`src/rtl/ddr4_phy_pkg.sv`:
```
// Shared types and constants for the DDR4 read-training controller.
package ddr4_phy_pkg;

  localparam int LANES_DEF        = 16;
  localparam int DELAY_TAPS_DEF   = 64;
  localparam int COARSE_STEPS_DEF = 8;
  localparam int MAX_RETRIES_DEF  = 8;
  localparam int FINE_TIMEOUT_DEF = 256;

  localparam int SETTLE_CYCLES = 2;
  localparam int SAMPLE_CYCLES = 4;
  localparam int MIN_WIDTH     = 4;

  typedef enum logic [3:0] {
    IDLE, C_SET, C_SAMPLE, C_EVAL, F_START, F_WAIT, MERGE, LOCKED, FAILED
  } state_t;

endpackage

```
`src/rtl/ddr4_fsm_if.sv`:
```
// Handshake and per-lane result bus between the training FSM and the fine-search engine.
interface ddr4_fsm_if #(
  parameter int LANES      = 16,
  parameter int DELAY_TAPS = 64
);
  localparam int TW = $clog2(DELAY_TAPS);
  localparam int WW = $clog2(DELAY_TAPS + 1);

  logic                       fine_start;
  logic                       fine_done;
  logic                       fine_failed;
  logic [LANES-1:0]           lane_valid;
  logic [LANES-1:0][TW-1:0]   best_start;
  logic [LANES-1:0][TW-1:0]   best_end;
  logic [LANES-1:0][WW-1:0]   best_width;

  modport master (output fine_start,
                  input  fine_done, fine_failed, lane_valid, best_start, best_end, best_width);
  modport slave  (input  fine_start,
                  output fine_done, fine_failed, lane_valid, best_start, best_end, best_width);
endinterface

```
`src/rtl/ddr4_window_merge.sv`:
```
// Running intersection of per-lane eye windows, one lane presented per scan cycle.
module ddr4_window_merge
  import ddr4_phy_pkg::*;
#(
  parameter int TW = 6,
  parameter int WW = 7
) (
  input  logic          clk,
  input  logic          clear,
  input  logic          scan,
  input  logic          valid,
  input  logic [TW-1:0] win_start,
  input  logic [TW-1:0] win_end,
  input  logic [WW-1:0] width,
  output logic          any_nx,
  output logic [TW-1:0] lo_nx,
  output logic [TW-1:0] hi_nx
);

  logic          any_q;
  logic [TW-1:0] lo_q;
  logic [TW-1:0] hi_q;
  logic          usable;

  // Outputs already include the lane on the bus so the caller can decide on the last scan cycle.
  always_comb begin
    usable = valid && (width >= WW'(MIN_WIDTH)) && (win_start <= win_end);
    any_nx = any_q;
    lo_nx  = lo_q;
    hi_nx  = hi_q;
    if (usable) begin
      any_nx = 1'b1;
      lo_nx  = (!any_q || win_start > lo_q) ? win_start : lo_q;
      hi_nx  = (!any_q || win_end   < hi_q) ? win_end   : hi_q;
    end
  end

  always_ff @(posedge clk) begin
    if (clear) begin
      any_q <= 1'b0;
    end else if (scan) begin
      any_q <= any_nx;
      lo_q  <= lo_nx;
      hi_q  <= hi_nx;
    end
  end

endmodule

```
`src/rtl/ddr4_fsm.sv`:
```
// DDR4 read-training FSM: coarse sweep, fine-search handoff, lane window merge, retry.
// Define DDR4_FSM_DRIFT_RETRAIN_EN to re-run the fine search from LOCKED on drift_detected.
module ddr4_fsm
  import ddr4_phy_pkg::*;
#(
  parameter int LANES        = LANES_DEF,
  parameter int DELAY_TAPS   = DELAY_TAPS_DEF,
  parameter int COARSE_STEPS = COARSE_STEPS_DEF,
  parameter int MAX_RETRIES  = MAX_RETRIES_DEF,
  parameter int FINE_TIMEOUT = FINE_TIMEOUT_DEF
) (
  input  logic                            clk,
  input  logic                            rst,
  input  logic                            start_training,
  input  logic [LANES-1:0]                read_ok,
  input  logic                            drift_detected,
  ddr4_fsm_if.master                      fine,
  output logic [$clog2(DELAY_TAPS)-1:0]   delay_tap,
  output logic                            locked,
  output logic                            training_done,
  output logic                            training_failed,
  output logic [$clog2(MAX_RETRIES)-1:0]  retry_count,
  output logic [$clog2(COARSE_STEPS)-1:0] coarse_sel,
  output logic [$clog2(DELAY_TAPS)-1:0]   final_delay_tap
);

  localparam int TW      = $clog2(DELAY_TAPS);
  localparam int WW      = $clog2(DELAY_TAPS + 1);
  localparam int CW      = $clog2(COARSE_STEPS);
  localparam int RW      = $clog2(MAX_RETRIES);
  localparam int LW      = $clog2(LANES);
  localparam int NW      = $clog2(LANES + 1);
  localparam int SW      = $clog2(SAMPLE_CYCLES * LANES + 1);
  localparam int KW      = $clog2((FINE_TIMEOUT > LANES ? FINE_TIMEOUT : LANES) + 1);
  localparam int SPACING = DELAY_TAPS / COARSE_STEPS;

`ifdef DDR4_FSM_DRIFT_RETRAIN_EN
  localparam bit DRIFT_EN = 1'b1;
`else
  localparam bit DRIFT_EN = 1'b0;
`endif

  function automatic logic [TW-1:0] coarse_tap(input logic [CW-1:0] s);
    coarse_tap = TW'(int'(s) * SPACING + SPACING / 2);
  endfunction

  function automatic logic [NW-1:0] popcount(input logic [LANES-1:0] v);
    popcount = '0;
    for (int i = 0; i < LANES; i++) popcount = popcount + NW'(v[i]);
  endfunction

  state_t          state, state_nx;
  logic [KW-1:0]   cnt;
  logic [CW-1:0]   step, set_step, best_step, best_step_nx;
  logic [SW-1:0]   score, best_score, best_score_nx;
  logic            restart, attempt_fail, enter_set, last_step, last_retry;
  logic [LW-1:0]   lane;
  logic            merge_any;
  logic [TW-1:0]   merge_lo, merge_hi, merge_mid;

  assign lane          = cnt[LW-1:0];
  assign last_step     = (step == CW'(COARSE_STEPS - 1));
  assign last_retry    = (retry_count == RW'(MAX_RETRIES - 1));
  // Strictly-greater update keeps the lowest step on ties.
  assign best_score_nx = (score > best_score) ? score : best_score;
  assign best_step_nx  = (score > best_score) ? step  : best_step;
  assign merge_mid     = TW'(({1'b0, merge_lo} + {1'b0, merge_hi}) >> 1);

  ddr4_window_merge #(.TW(TW), .WW(WW)) u_merge (
    .clk       (clk),
    .clear     (state != MERGE),
    .scan      (state == MERGE),
    .valid     (fine.lane_valid[lane]),
    .win_start (fine.best_start[lane]),
    .win_end   (fine.best_end[lane]),
    .width     (fine.best_width[lane]),
    .any_nx    (merge_any),
    .lo_nx     (merge_lo),
    .hi_nx     (merge_hi)
  );

  always_comb begin
    state_nx     = state;
    restart      = 1'b0;
    attempt_fail = 1'b0;
    unique case (state)
      IDLE:     if (start_training) restart = 1'b1;
      C_SET:    if (cnt == KW'(SETTLE_CYCLES - 1)) state_nx = C_SAMPLE;
      C_SAMPLE: if (cnt == KW'(SAMPLE_CYCLES - 1)) state_nx = C_EVAL;
      C_EVAL: begin
        if (!last_step)               state_nx = C_SET;
        else if (best_score_nx == '0) attempt_fail = 1'b1;
        else                          state_nx = F_START;
      end
      F_START:  state_nx = F_WAIT;
      F_WAIT: begin
        if (fine.fine_failed)                      attempt_fail = 1'b1;
        else if (fine.fine_done)                   state_nx = MERGE;
        else if (cnt == KW'(FINE_TIMEOUT - 1))     attempt_fail = 1'b1;
      end
      MERGE: begin
        if (cnt == KW'(LANES - 1)) begin
          if (merge_any && (merge_lo <= merge_hi)) state_nx = LOCKED;
          else                                     attempt_fail = 1'b1;
        end
      end
      LOCKED: begin
        if (start_training)                  restart = 1'b1;
        else if (DRIFT_EN && drift_detected) state_nx = F_START;
      end
      FAILED:   if (start_training) restart = 1'b1;
      default:  state_nx = IDLE;
    endcase
    if (restart)      state_nx = C_SET;
    if (attempt_fail) state_nx = last_retry ? FAILED : C_SET;
  end

  assign enter_set = (state_nx == C_SET) && (state != C_SET);
  assign set_step  = (restart || attempt_fail) ? '0 : step + CW'(1);

  assign fine.fine_start  = (state == F_START);
  assign locked           = (state == LOCKED);
  assign training_done    = (state == LOCKED);
  assign training_failed  = (state == FAILED);

  always_ff @(posedge clk) begin
    if (rst) begin
      state           <= IDLE;
      cnt             <= '0;
      step            <= '0;
      retry_count     <= '0;
      coarse_sel      <= '0;
      delay_tap       <= '0;
      final_delay_tap <= '0;
    end else begin
      state <= state_nx;
      cnt   <= (state_nx != state) ? '0 : cnt + KW'(1);
      if (restart)                           retry_count <= '0;
      else if (attempt_fail && !last_retry)  retry_count <= retry_count + RW'(1);
      if (enter_set) begin
        step      <= set_step;
        delay_tap <= coarse_tap(set_step);
      end
      if (state == C_EVAL && state_nx == F_START) coarse_sel <= best_step_nx;
      if (state == MERGE && state_nx == LOCKED) begin
        final_delay_tap <= merge_mid;
        delay_tap       <= merge_mid;
      end
    end
  end

  // Sweep scoring datapath; cleared whenever a sweep (re)starts.
  always_ff @(posedge clk) begin
    if (enter_set)               score <= '0;
    else if (state == C_SAMPLE)  score <= score + SW'(popcount(read_ok));
    if (state == C_EVAL) begin
      best_score <= best_score_nx;
      best_step  <= best_step_nx;
    end
    if (restart || attempt_fail) begin
      best_score <= '0;
      best_step  <= '0;
    end
  end

endmodule

```
`src/flat_wrapper.sv`:
```
// flat-port wrapper written by rule: the top's interface ports become plain ports
module ddr4_fsm_flat import ddr4_phy_pkg::*;
#(
  parameter int LANES        = LANES_DEF,
  parameter int DELAY_TAPS   = DELAY_TAPS_DEF,
  parameter int COARSE_STEPS = COARSE_STEPS_DEF,
  parameter int MAX_RETRIES  = MAX_RETRIES_DEF,
  parameter int FINE_TIMEOUT = FINE_TIMEOUT_DEF
)
  (clk, rst, start_training, read_ok, drift_detected, delay_tap, locked, training_done, training_failed, retry_count, coarse_sel, final_delay_tap, fine_fine_start, fine_fine_done, fine_fine_failed, fine_lane_valid, fine_best_start, fine_best_end, fine_best_width);
  ddr4_fsm_if #(.LANES(LANES), .DELAY_TAPS(DELAY_TAPS)) fine_i ();
  input  logic clk;
  input  logic rst;
  input  logic start_training;
  input  logic [LANES-1:0] read_ok;
  input  logic drift_detected;
  output logic [$clog2(DELAY_TAPS)-1:0] delay_tap;
  output logic locked;
  output logic training_done;
  output logic training_failed;
  output logic [$clog2(MAX_RETRIES)-1:0] retry_count;
  output logic [$clog2(COARSE_STEPS)-1:0] coarse_sel;
  output logic [$clog2(DELAY_TAPS)-1:0] final_delay_tap;
  output wire logic [$bits(fine_i.fine_start)-1:0] fine_fine_start;
  input wire logic [$bits(fine_i.fine_done)-1:0] fine_fine_done;
  input wire logic [$bits(fine_i.fine_failed)-1:0] fine_fine_failed;
  input wire logic [$bits(fine_i.lane_valid)-1:0] fine_lane_valid;
  input wire logic [$bits(fine_i.best_start)-1:0] fine_best_start;
  input wire logic [$bits(fine_i.best_end)-1:0] fine_best_end;
  input wire logic [$bits(fine_i.best_width)-1:0] fine_best_width;
  assign fine_fine_start = fine_i.fine_start;
  assign fine_i.fine_done = fine_fine_done;
  assign fine_i.fine_failed = fine_fine_failed;
  assign fine_i.lane_valid = fine_lane_valid;
  assign fine_i.best_start = fine_best_start;
  assign fine_i.best_end = fine_best_end;
  assign fine_i.best_width = fine_best_width;
  ddr4_fsm #(.LANES(LANES), .DELAY_TAPS(DELAY_TAPS), .COARSE_STEPS(COARSE_STEPS), .MAX_RETRIES(MAX_RETRIES), .FINE_TIMEOUT(FINE_TIMEOUT)) u_core (.clk(clk), .rst(rst), .start_training(start_training), .read_ok(read_ok), .drift_detected(drift_detected), .fine(fine_i), .delay_tap(delay_tap), .locked(locked), .training_done(training_done), .training_failed(training_failed), .retry_count(retry_count), .coarse_sel(coarse_sel), .final_delay_tap(final_delay_tap));
endmodule
```
`config.mk`:
```
export PLATFORM = sky130hd
export DESIGN_NAME = ddr4_fsm_flat
export DESIGN_NICKNAME = d
export VERILOG_FILES = /design/src/rtl/ddr4_phy_pkg.sv /design/src/rtl/ddr4_fsm_if.sv /design/src/rtl/ddr4_window_merge.sv /design/src/rtl/ddr4_fsm.sv /design/src/flat_wrapper.sv
export SDC_FILE = /design/constraint.sdc
export NUM_CORES = 1
export LEC_CHECK = 0
export CORE_AREA = 2 2 143 145
export CTS_BUF_LIST = sky130_fd_sc_hd__clkbuf_4 sky130_fd_sc_hd__clkbuf_8
export DETAILED_ROUTE_END_ITERATION = 12
export DIE_AREA = 0 0 145 147
export PLACE_DENSITY_LB_ADDON = 0.08
export REMOVE_ABC_BUFFERS = 1
export SYNTH_ARGS = -nofsm -noshare
export SYNTH_HDL_FRONTEND = slang
export SYNTH_HIERARCHICAL = 1
export SYNTH_SLANG_ARGS = --single-unit
```
`constraint.sdc`:
```
create_clock -name clk -period 13.1 [get_ports clk]
set_input_delay 3.93 -clock clk [delete_from_list [all_inputs] [get_ports clk]]
set_output_delay 3.93 -clock clk [all_outputs]
set_load 0.02 [all_outputs]
```
==> results of run 1 <==
## layer usage
metal / track usage (%) / part of all wire [%]
met5: 0 / 0.052
met4: 7.62 / 1.8
met3: 4.35 / 4.3
met2: 43.5 / 54
met1: 27.7 / 40
## power by group through the flow
stage	registers, mW	clock network (mW)	logic, mW
floorplan	0.258	0	0.402
detailed placement	0.249	0	0.600
global placement	0.250	0	0.583
finish	0.244	0.207	0.597
CTS	0.245	0.212	0.603
global route	0.248	0.222	0.651
## sequential cells by signal, indices dropped and copies added, names as in the netlist
name / flops
u_core/retry_count: 3
u_core/final_delay_tap: 6
u_core/u_merge/lo_q: 6
u_core/u_merge/any_q: 1
u_core/best_score: 7
u_core/best_step: 3
u_core/coarse_sel: 3
u_core/step: 3
u_core/cnt: 9
u_core/score: 7
u_core/state: 4
u_core/delay_tap: 6
u_core/u_merge/hi_q: 6
## layout make-up
type                       count  share of cell area, %
clock inverter                 6                   1.02
antenna                        7                  0.168
tap                          270                   3.24
clock buffer                  10                   1.26
timing repair buffer         333                   31.8
inverter                      51                   1.83
multi-input combinational    438                   47.1
sequential                    64                   13.5
## metrics by stage
step | hold slack (ns) | instances | utilization, %
detailed placement | 0.448 | 1156 | 51.3
finish | 0.459 | 1179 | 52.6
global route | 0.480 | 1179 | 52.6
CTS | 0.459 | 1172 | 52.5
floorplan | 0.464 | 553 | -
global placement | 0.441 | 1156 | 51.3
## cells in the final DEF, fill, tap and decap left out, types with 13 or more instances in the layout
cell / count
mux2i_1: 22
mux4_2: 90
nor2_1: 41
nand2_1: 16
ha_1: 51
clkdlybuf4s50_1: 330
fa_1: 13
inv_1: 50
dfxtp_1: 49
a21oi_1: 29
## worst max-delay path by stage
stage | to | slack [ns] | depth (start not counted)
5_1_grt | u_core/delay_tap[4] | 3.06 | 18
6_report | u_core/delay_tap[4] | 3.36 | 18
4_1_cts | u_core/delay_tap[4] | 3.29 | 18
3_5_place_dp | u_core/delay_tap[4] | 2.91 | 18
3_3_place_gp | u_core/delay_tap[4] | 3.03 | 19
2_1_floorplan | u_core/cnt[0] | 4.47 | 18
## critical path, stage by stage
cell and delay [ns]:
clkdlybuf4s50_1 0.45, mux4_2 0.47, mux4_2 0.53, ha_1 0.33
nor2b_1 0.13, o21bai_1 0.15, a31oi_2 0.21, a211oi_4 0.50
mux2i_1 0.45, inv_1 0.09, ha_1 0.37, nand4_1 0.19
o221a_1 0.37, o21ai_1 0.57, nand3_1 0.28, o211ai_4 0.39
nor2_2 0.20, o311a_1 0.37
==> results.md, run 1 <==
| Group | Parameter | Value |
| --- | --- | --- |
| yosys | Total of warnings raised by yosys | 6 |
| power and ir drop | Internal Pwr Total | 680 µW |
| timing | Setup-failing EPs final | 0 |
| run status | Result of the run | completed |
| layout | Final design area excluding fillers | 10,400 µm² |
| power and ir drop | Clock network fraction of total power | 19.8% |
| critical path | FF-to-FF setup slack | 5.71 ns |
| critical path | Critical Path RT | 13.34 ns |
| yosys | Number of cells produced by synthesis | 589 |
| route | Avg Vias per Cell | 5.26 |
| cts | Hold_buf cts | 0 |
| worst hold path | Hold path endpoint | u_core/final_delay_tap[5] |
| route | Post-route DRC violation count | 0 |
| place | Pre-CTS WS | 2.91 ns |
| global routing | Vias in the first global route | 6,806 |
| power and ir drop | Power dissipated by switching net loads | 367 µW |
| critical path | Endpoint class of the critical path | flop |
| cts | TritonCTS clock tree | built |
| worst hold path | Path type of the worst min-delay path | flop to flop |
| place | Final HPWL DP | 21,800 µm |
| route | Number of nets with antenna violations after routing | 0 |
| cts | Maximum count of clock buffers along a single path | 2 |
| global routing | First-pass GRT wire length | 38,300 µm |
| layout | Net count of the finished layout | 1,303 |
| timing | Sum of negative setup slack | 0 ns |
| power and ir drop | Leakage power of the design | 3.87 nW |
| critical path | Startpoint kind of the worst setup timing path | input port |
| timing | Tightest Pin Transition | 1.16 ns |
| yosys | Netlist area before placement | 6680 µm² |
| critical path | Worst Path Arrival | 9.98 ns |
| power and ir drop | Power Dens Cells | 100 nW/µm² |
| layout | Register area | 1410 µm² |
| cts | Setup fix buffers added after clock tree synthesis | 0 |
| power and ir drop | Sum of internal, switching and leakage power | 1.05 mW |
| cts | Clock network latency to the later pin of the worst-skew pair | 0.35 ns |
| critical path | Launch point of the critical path | fine_best_start[85] |
| floorplan | Width of the chip | 145 µm |
| route | Total wirelength of the detailed-routed design | 25,200 µm |
| power and ir drop | Net Sw Frac | 35.1% |
| layout | Share of post-route cells with drive strength above 1 | 17.1% |
| floorplan | Y dimension of the die | 147 µm |
| cts | Root buffer cell | clkbuf_8 |
| floorplan | Placeable core area | 19,800 µm² |
| run | Number of maximum-capacitance violations | 0 |
| floorplan | Initial cell density of the core | 33.7% |
| timing | Endpoints failing hold | 0 |
| global routing | Grt total ovfl | 0 |
| place | Area of placed instances | 10,200 µm² |
| power and ir drop | Logic gate share of total power | 57.0% |
| power and ir drop | Portion of total power attributed to sequential cells | 23.3% |
| global routing | Pin count of the biggest net entering global routing | 76 |
| floorplan | Std cell rows | 52 |
| layout | Layout overhead on the synthesized area | 56.4% |
| global routing | Overall Global Routing Usage | 23.6% |
| timing | Highest Clock Rate | 0.103 GHz |
| route | Number of detailed-routing iterations run before antenna repair | 4 |
| timing | Max-slew headroom | 22.8% |
| critical path | Critical Setup Path Class | input port to flop |
| cts | Quantity of gates resized following cts | 0 |
| worst hold path | Worst Hold Launch | u_core/final_delay_tap[5] |
| timing | Final setup margin | 3.36 ns |
| route | Via Count | 6,198 |
| critical path | Worst reg2reg path startpoint | u_core/cnt[0] |
| place | GP Congestion | 0.967 |
| cts | Max H-tree Level | 3 |
| critical path | Highest net fanout along the worst path | 11 |
| floorplan | Die ar. | 21,300 µm² |
| route | Iteration-0 DRC Markers | 256 |
| timing | Period utilisation layout | 74.3% |
| cts | Cts bufs inserted | 9 |
| timing | Largest clock skew in the final design | 0.00663 ns |
| route | Average wire per standard cell | 21.4 µm |
| place | Buffers added on ports | 330 |
| worst hold path | Number of instances on the worst hold path | 2 |
| timing | Number of pins with negative max-slew slack in the final report | 0 |
| layout | Total area of multi-input combinational cells | 4920 µm² |
| cts | Clock transition time at the flip-flop clock pins of the worst setup and hold paths | 0.07 ns |
| floorplan | I/O pin total | 364 |
| layout | Fillcell total | 1,760 |
| power and ir drop | Worst ir drop on vdd | 0.0000766 V |
| timing | Unrepaired setup endpoints after global routing | no |
| critical path | Worst reg-to-reg path cell count | 18 |
| cts | Clock Sink Count | 64 |
| yosys | Average footprint of a synthesized cell | 11.3 µm² |
| critical path | Critical register-to-register path endpoint | u_core/delay_tap[4] |
| timing | Time the worst path needs with I/O delays and setup | 9.74 ns |
| global routing | Antenna violations before repair | 8 |
(Power assumes the default switching activity.)
==> run 2: changes to the inputs <==
--- a/config.mk
+++ b/config.mk
@@ -5,10 +5,10 @@
 export SDC_FILE = /design/constraint.sdc
 export NUM_CORES = 1
 export LEC_CHECK = 0
-export CORE_AREA = 2 2 143 145
+export CORE_AREA = 2 2 141 143
 export CTS_BUF_LIST = sky130_fd_sc_hd__clkbuf_4 sky130_fd_sc_hd__clkbuf_8
 export DETAILED_ROUTE_END_ITERATION = 12
-export DIE_AREA = 0 0 145 147
+export DIE_AREA = 0 0 143 145
 export PLACE_DENSITY_LB_ADDON = 0.08
 export REMOVE_ABC_BUFFERS = 1
 export SYNTH_ARGS = -nofsm -noshare
==> constraint.sdc (replaced) <==
create_clock -name clk -period 9.4 [get_ports clk]
set_input_delay 2.82 -clock clk [delete_from_list [all_inputs] [get_ports clk]]
set_output_delay 2.82 -clock clk [all_outputs]
set_load 0.02 [all_outputs]
==> results.md, run 2 (synthesized netlist as in run 1, its figures left out) <==
| Group | Parameter | Value | vs previous |
| --- | --- | --- | --- |
| run status | Result of the run | completed | unchanged |
| power and ir drop | Worst ir drop on vdd | 0.0000675 V | was 0.0000766 V |
| floorplan | Y dimension of the die | 145 µm | was 147 µm |
| timing | Largest clock skew in the final design | 0.0133 ns | was 0.00663 ns |
| run | Number of maximum-capacitance violations | 0 | unchanged |
| global routing | Pin count of the biggest net entering global routing | 47 | was 76 |
| route | Met1 Routed Length | 9750 µm | was 10,100 µm |
| route | Avg Vias per Cell | 5.29 | was 5.26 |
| critical path | Worst reg2reg path startpoint | u_core/cnt[0] | unchanged |
| timing | Max-slew headroom | 21.8% | was 22.8% |
| global routing | Overall Global Routing Usage | 24.4% | was 23.6% |
| critical path | Launch point of the critical path | fine_best_end[13] | was fine_best_start[85] |
| layout | Commonest non-fill, non-tap cell in the layout | clkdlybuf4s50_1 | unchanged |
| critical path | Highest net fanout along the worst path | 9 | was 11 |
| cts | Cts bufs inserted | 9 | unchanged |
| critical path | Critical register-to-register path endpoint | u_core/cnt[4] | was u_core/delay_tap[4] |
| critical path | CP max stage delay | 0.63 ns | was 0.57 ns |
| route | Routed length on met2 | 13,600 µm | was 13,500 µm |
| timing | Sum of negative setup slack | 0 ns | unchanged |
| critical path | End point of the critical path | u_core/cnt[4] | was u_core/delay_tap[4] |
| timing | Tightest Pin Transition | 1.17 ns | was 1.16 ns |
| cts | Clock Sink Count | 64 | unchanged |
| global routing | Grt total ovfl | 0 | unchanged |
| global routing | Vias in the first global route | 6,726 | was 6,806 |
| route | Iteration-0 DRC Markers | 228 | was 256 |
| cts | Clock network latency to the later pin of the worst-skew pair | 0.35 ns | about the same |
| route | Sum of met3 wire segment lengths after detailed routing | 1290 µm | was 1100 µm |
| cts | Maximum count of clock buffers along a single path | 2 | unchanged |
| layout | Share of post-route cells with drive strength above 1 | 17.3% | was 17.1% |
| cts | Max H-tree Level | 3 | unchanged |
| critical path | Critical Setup Path Class | input port to flop | unchanged |
| place | Final HPWL DP | 21,500 µm | was 21,800 µm |
| critical path | FF-to-FF setup slack | 2.45 ns | was 5.71 ns |
| timing | Setup-failing EPs final | 0 | unchanged |
| power and ir drop | Power Dens Cells | 134 nW/µm² | was 100 nW/µm² |
| critical path | Cell-by-cell listing of the critical path | clkdlybuf4s50_1 -> mux4_2 -> mux4_2 -> inv_1 -> ha_1 -> nor2b_1 -> o21bai_1 -> a31oi_2 -> a211oi_4 -> mux2i_1 -> inv_1 -> ha_1 -> a21o_1 -> a21oi_1 -> o221a_1 -> o21ai_0 -> a32oi_4 -> o21ai_2 -> xnor2_1 -> nor3_1 | was clkdlybuf4s50_1 -> mux4_2 -> mux4_2 -> ha_1 -> nor2b_1 -> o21bai_1 -> a31oi_2 -> a211oi_4 -> mux2i_1 -> inv_1 -> ha_1 -> nand4_1 -> o221a_1 -> o21ai_1 -> nand3_1 -> o211ai_4 -> nor2_2 -> o311a_1 |
| timing | Highest Clock Rate | 0.119 GHz |  |
| global routing | Antenna violations before repair | 0 | was 8 |
| timing | Unrepaired setup endpoints after global routing | no | unchanged |
| critical path | Endpoint class of the critical path | flop | unchanged |
| route | Number of nets with antenna violations after routing | 0 | unchanged |
| layout | Biggest regs | u_core/cnt (9), u_core/best_score (7), u_core/score (7) | unchanged |
| critical path | Cell with the largest stage delay on the worst path | xnor2_1 | was o21ai_1 |
| timing | Period utilisation layout | 89.3% |  |
| floorplan | Std cell rows | 51 | was 52 |
| critical path | Startpoint kind of the worst setup timing path | input port | unchanged |
| layout | Most flop-heavy register | u_core/cnt | unchanged |
| cts | TritonCTS clock tree | built | unchanged |
| place | GP Congestion | 1.08 | was 0.967 |
| floorplan | Initial cell density of the core | 34.8% | was 33.7% |
| place | Buffers added on ports | 330 | unchanged |
| cts | Clock transition time at the flip-flop clock pins of the worst setup and hold paths | 0.06 ns | was 0.07 ns |
| layout | Final core utilization | 54.0% | was 52.6% |
| timing | Time the worst path needs with I/O delays and setup | 8.39 ns |  |
| cts | Quantity of gates resized following cts | 0 | unchanged |
| timing | Number of pins with negative max-slew slack in the final report | 0 | unchanged |
| floorplan | Die ar. | 20,700 µm² | was 21,300 µm² |
| layout | Number of flip-flops under the largest register name | 9 | unchanged |
| power and ir drop | Leakage power of the design | 3.85 nW | was 3.87 nW |
| floorplan | I/O pin total | 364 | unchanged |
| cts | Root buffer cell | clkbuf_8 | unchanged |
| route | Post-route DRC violation count | 0 | unchanged |
| floorplan | Placeable core area | 19,200 µm² | was 19,800 µm² |
| layout | Antenna diodes | 0 | was 7 |
| floorplan | Width of the chip | 143 µm | was 145 µm |
| route | Average wire per standard cell | 21.4 µm | about the same |
| route | Top Metal Used | met4 | was met5 |
| timing | Endpoints failing hold | 0 | unchanged |
| worst hold path | Path type of the worst min-delay path | flop to flop | unchanged |
| layout | Net count of the finished layout | 1,305 | was 1,303 |
| critical path | Worst Path Arrival | 8.58 ns | was 9.98 ns |
| layout | Commonest cells after routing, fill and taps aside | clkdlybuf4s50_1, mux4_2, ha_1, inv_1, dfxtp_1 | unchanged |
| route | Via Count | 6,181 | was 6,198 |
| cts | Setup fix buffers added after clock tree synthesis | 0 | unchanged |
| critical path | Worst reg-to-reg path cell count | 20 | was 18 |
| critical path | Critical Path RT | 9.59 ns | was 13.34 ns |
| route | Number of detailed-routing iterations run before antenna repair | 5 | was 4 |
| global routing | First-pass GRT wire length | 38,200 µm | was 38,300 µm |
| route | Total wirelength of the detailed-routed design | 25,000 µm | was 25,200 µm |
| layout | Layout overhead on the synthesized area | 55.4% | was 56.4% |
| cts | Hold_buf cts | 0 | unchanged |
==> run 2: metrics by stage <==
step	setup WS, ns	total power [mW]	std cells	instance area [µm²]	hold slack, ns
after floorplan	1.38	0.920	553	6520	0.464
after global placement	0.784	1.16	1153	10200	0.441
after detailed placement	0.629	1.18	1153	10200	0.453
after CTS	1.01	1.41	1169	10400	0.462
after global routing	0.585	1.49	1169	10400	0.491
final	1.01	1.39	1169	10400	0.458
==> run 2: layout make-up <==
cell class	instances	area, µm²
fillers	1655	8830
multi-input cells	438	4920
repair buffers	335	3340
flip-flops and latches	64	1410
well taps	265	332
inverters	51	191
clock buffers	13	166
clock inverters	3	17.5
==> run 2: power by group <==
| group | switching [mW] | leakage (nW) | internal, mW | total, mW |
|---|---|---|---|---|
| registers | 0.0487 | 0.530 | 0.294 | 0.342 |
| logic | 0.352 | 3.23 | 0.474 | 0.826 |
| clock network | 0.107 | 0.0963 | 0.115 | 0.222 |
| total | 0.508 | 3.85 | 0.883 | 1.39 |
==> run 2: critical path, delay by kind of cell <==
| family | cells | cell delay (ns) |
|---|---|---|
| mux | 3 | 1.40 |
| fa+ha+maj | 2 | 0.57 |
| simple gates | 2 | 0.27 |
| buf+inv | 3 | 0.60 |
| compound gates | 9 | 2.29 |
| xor+xnor | 1 | 0.63 |
==> run 2: worst min path at each step <==
stage                              start                   endpoint  slack [ns]  cells past startpoint
4_1_cts        u_core/final_delay_tap[5]  u_core/final_delay_tap[5]        0.46                      2
5_1_grt        u_core/final_delay_tap[1]  u_core/final_delay_tap[1]        0.49                      2
3_3_place_gp   u_core/final_delay_tap[5]  u_core/final_delay_tap[5]        0.44                      2
3_5_place_dp   u_core/final_delay_tap[5]  u_core/final_delay_tap[5]        0.45                      2
2_1_floorplan        u_core/best_step[0]        u_core/best_step[0]        0.46                      2
6_report       u_core/final_delay_tap[5]  u_core/final_delay_tap[5]        0.46                      2
==> run 2: per-layer routing <==
layer | GRT usage, % | vias to the layer above
met5 | 0 | -
li1 | - | 2894
met2 | 45.4 | 222
met1 | 29.4 | 3045
met3 | 3.56 | 20
met4 | 5.54 | 0
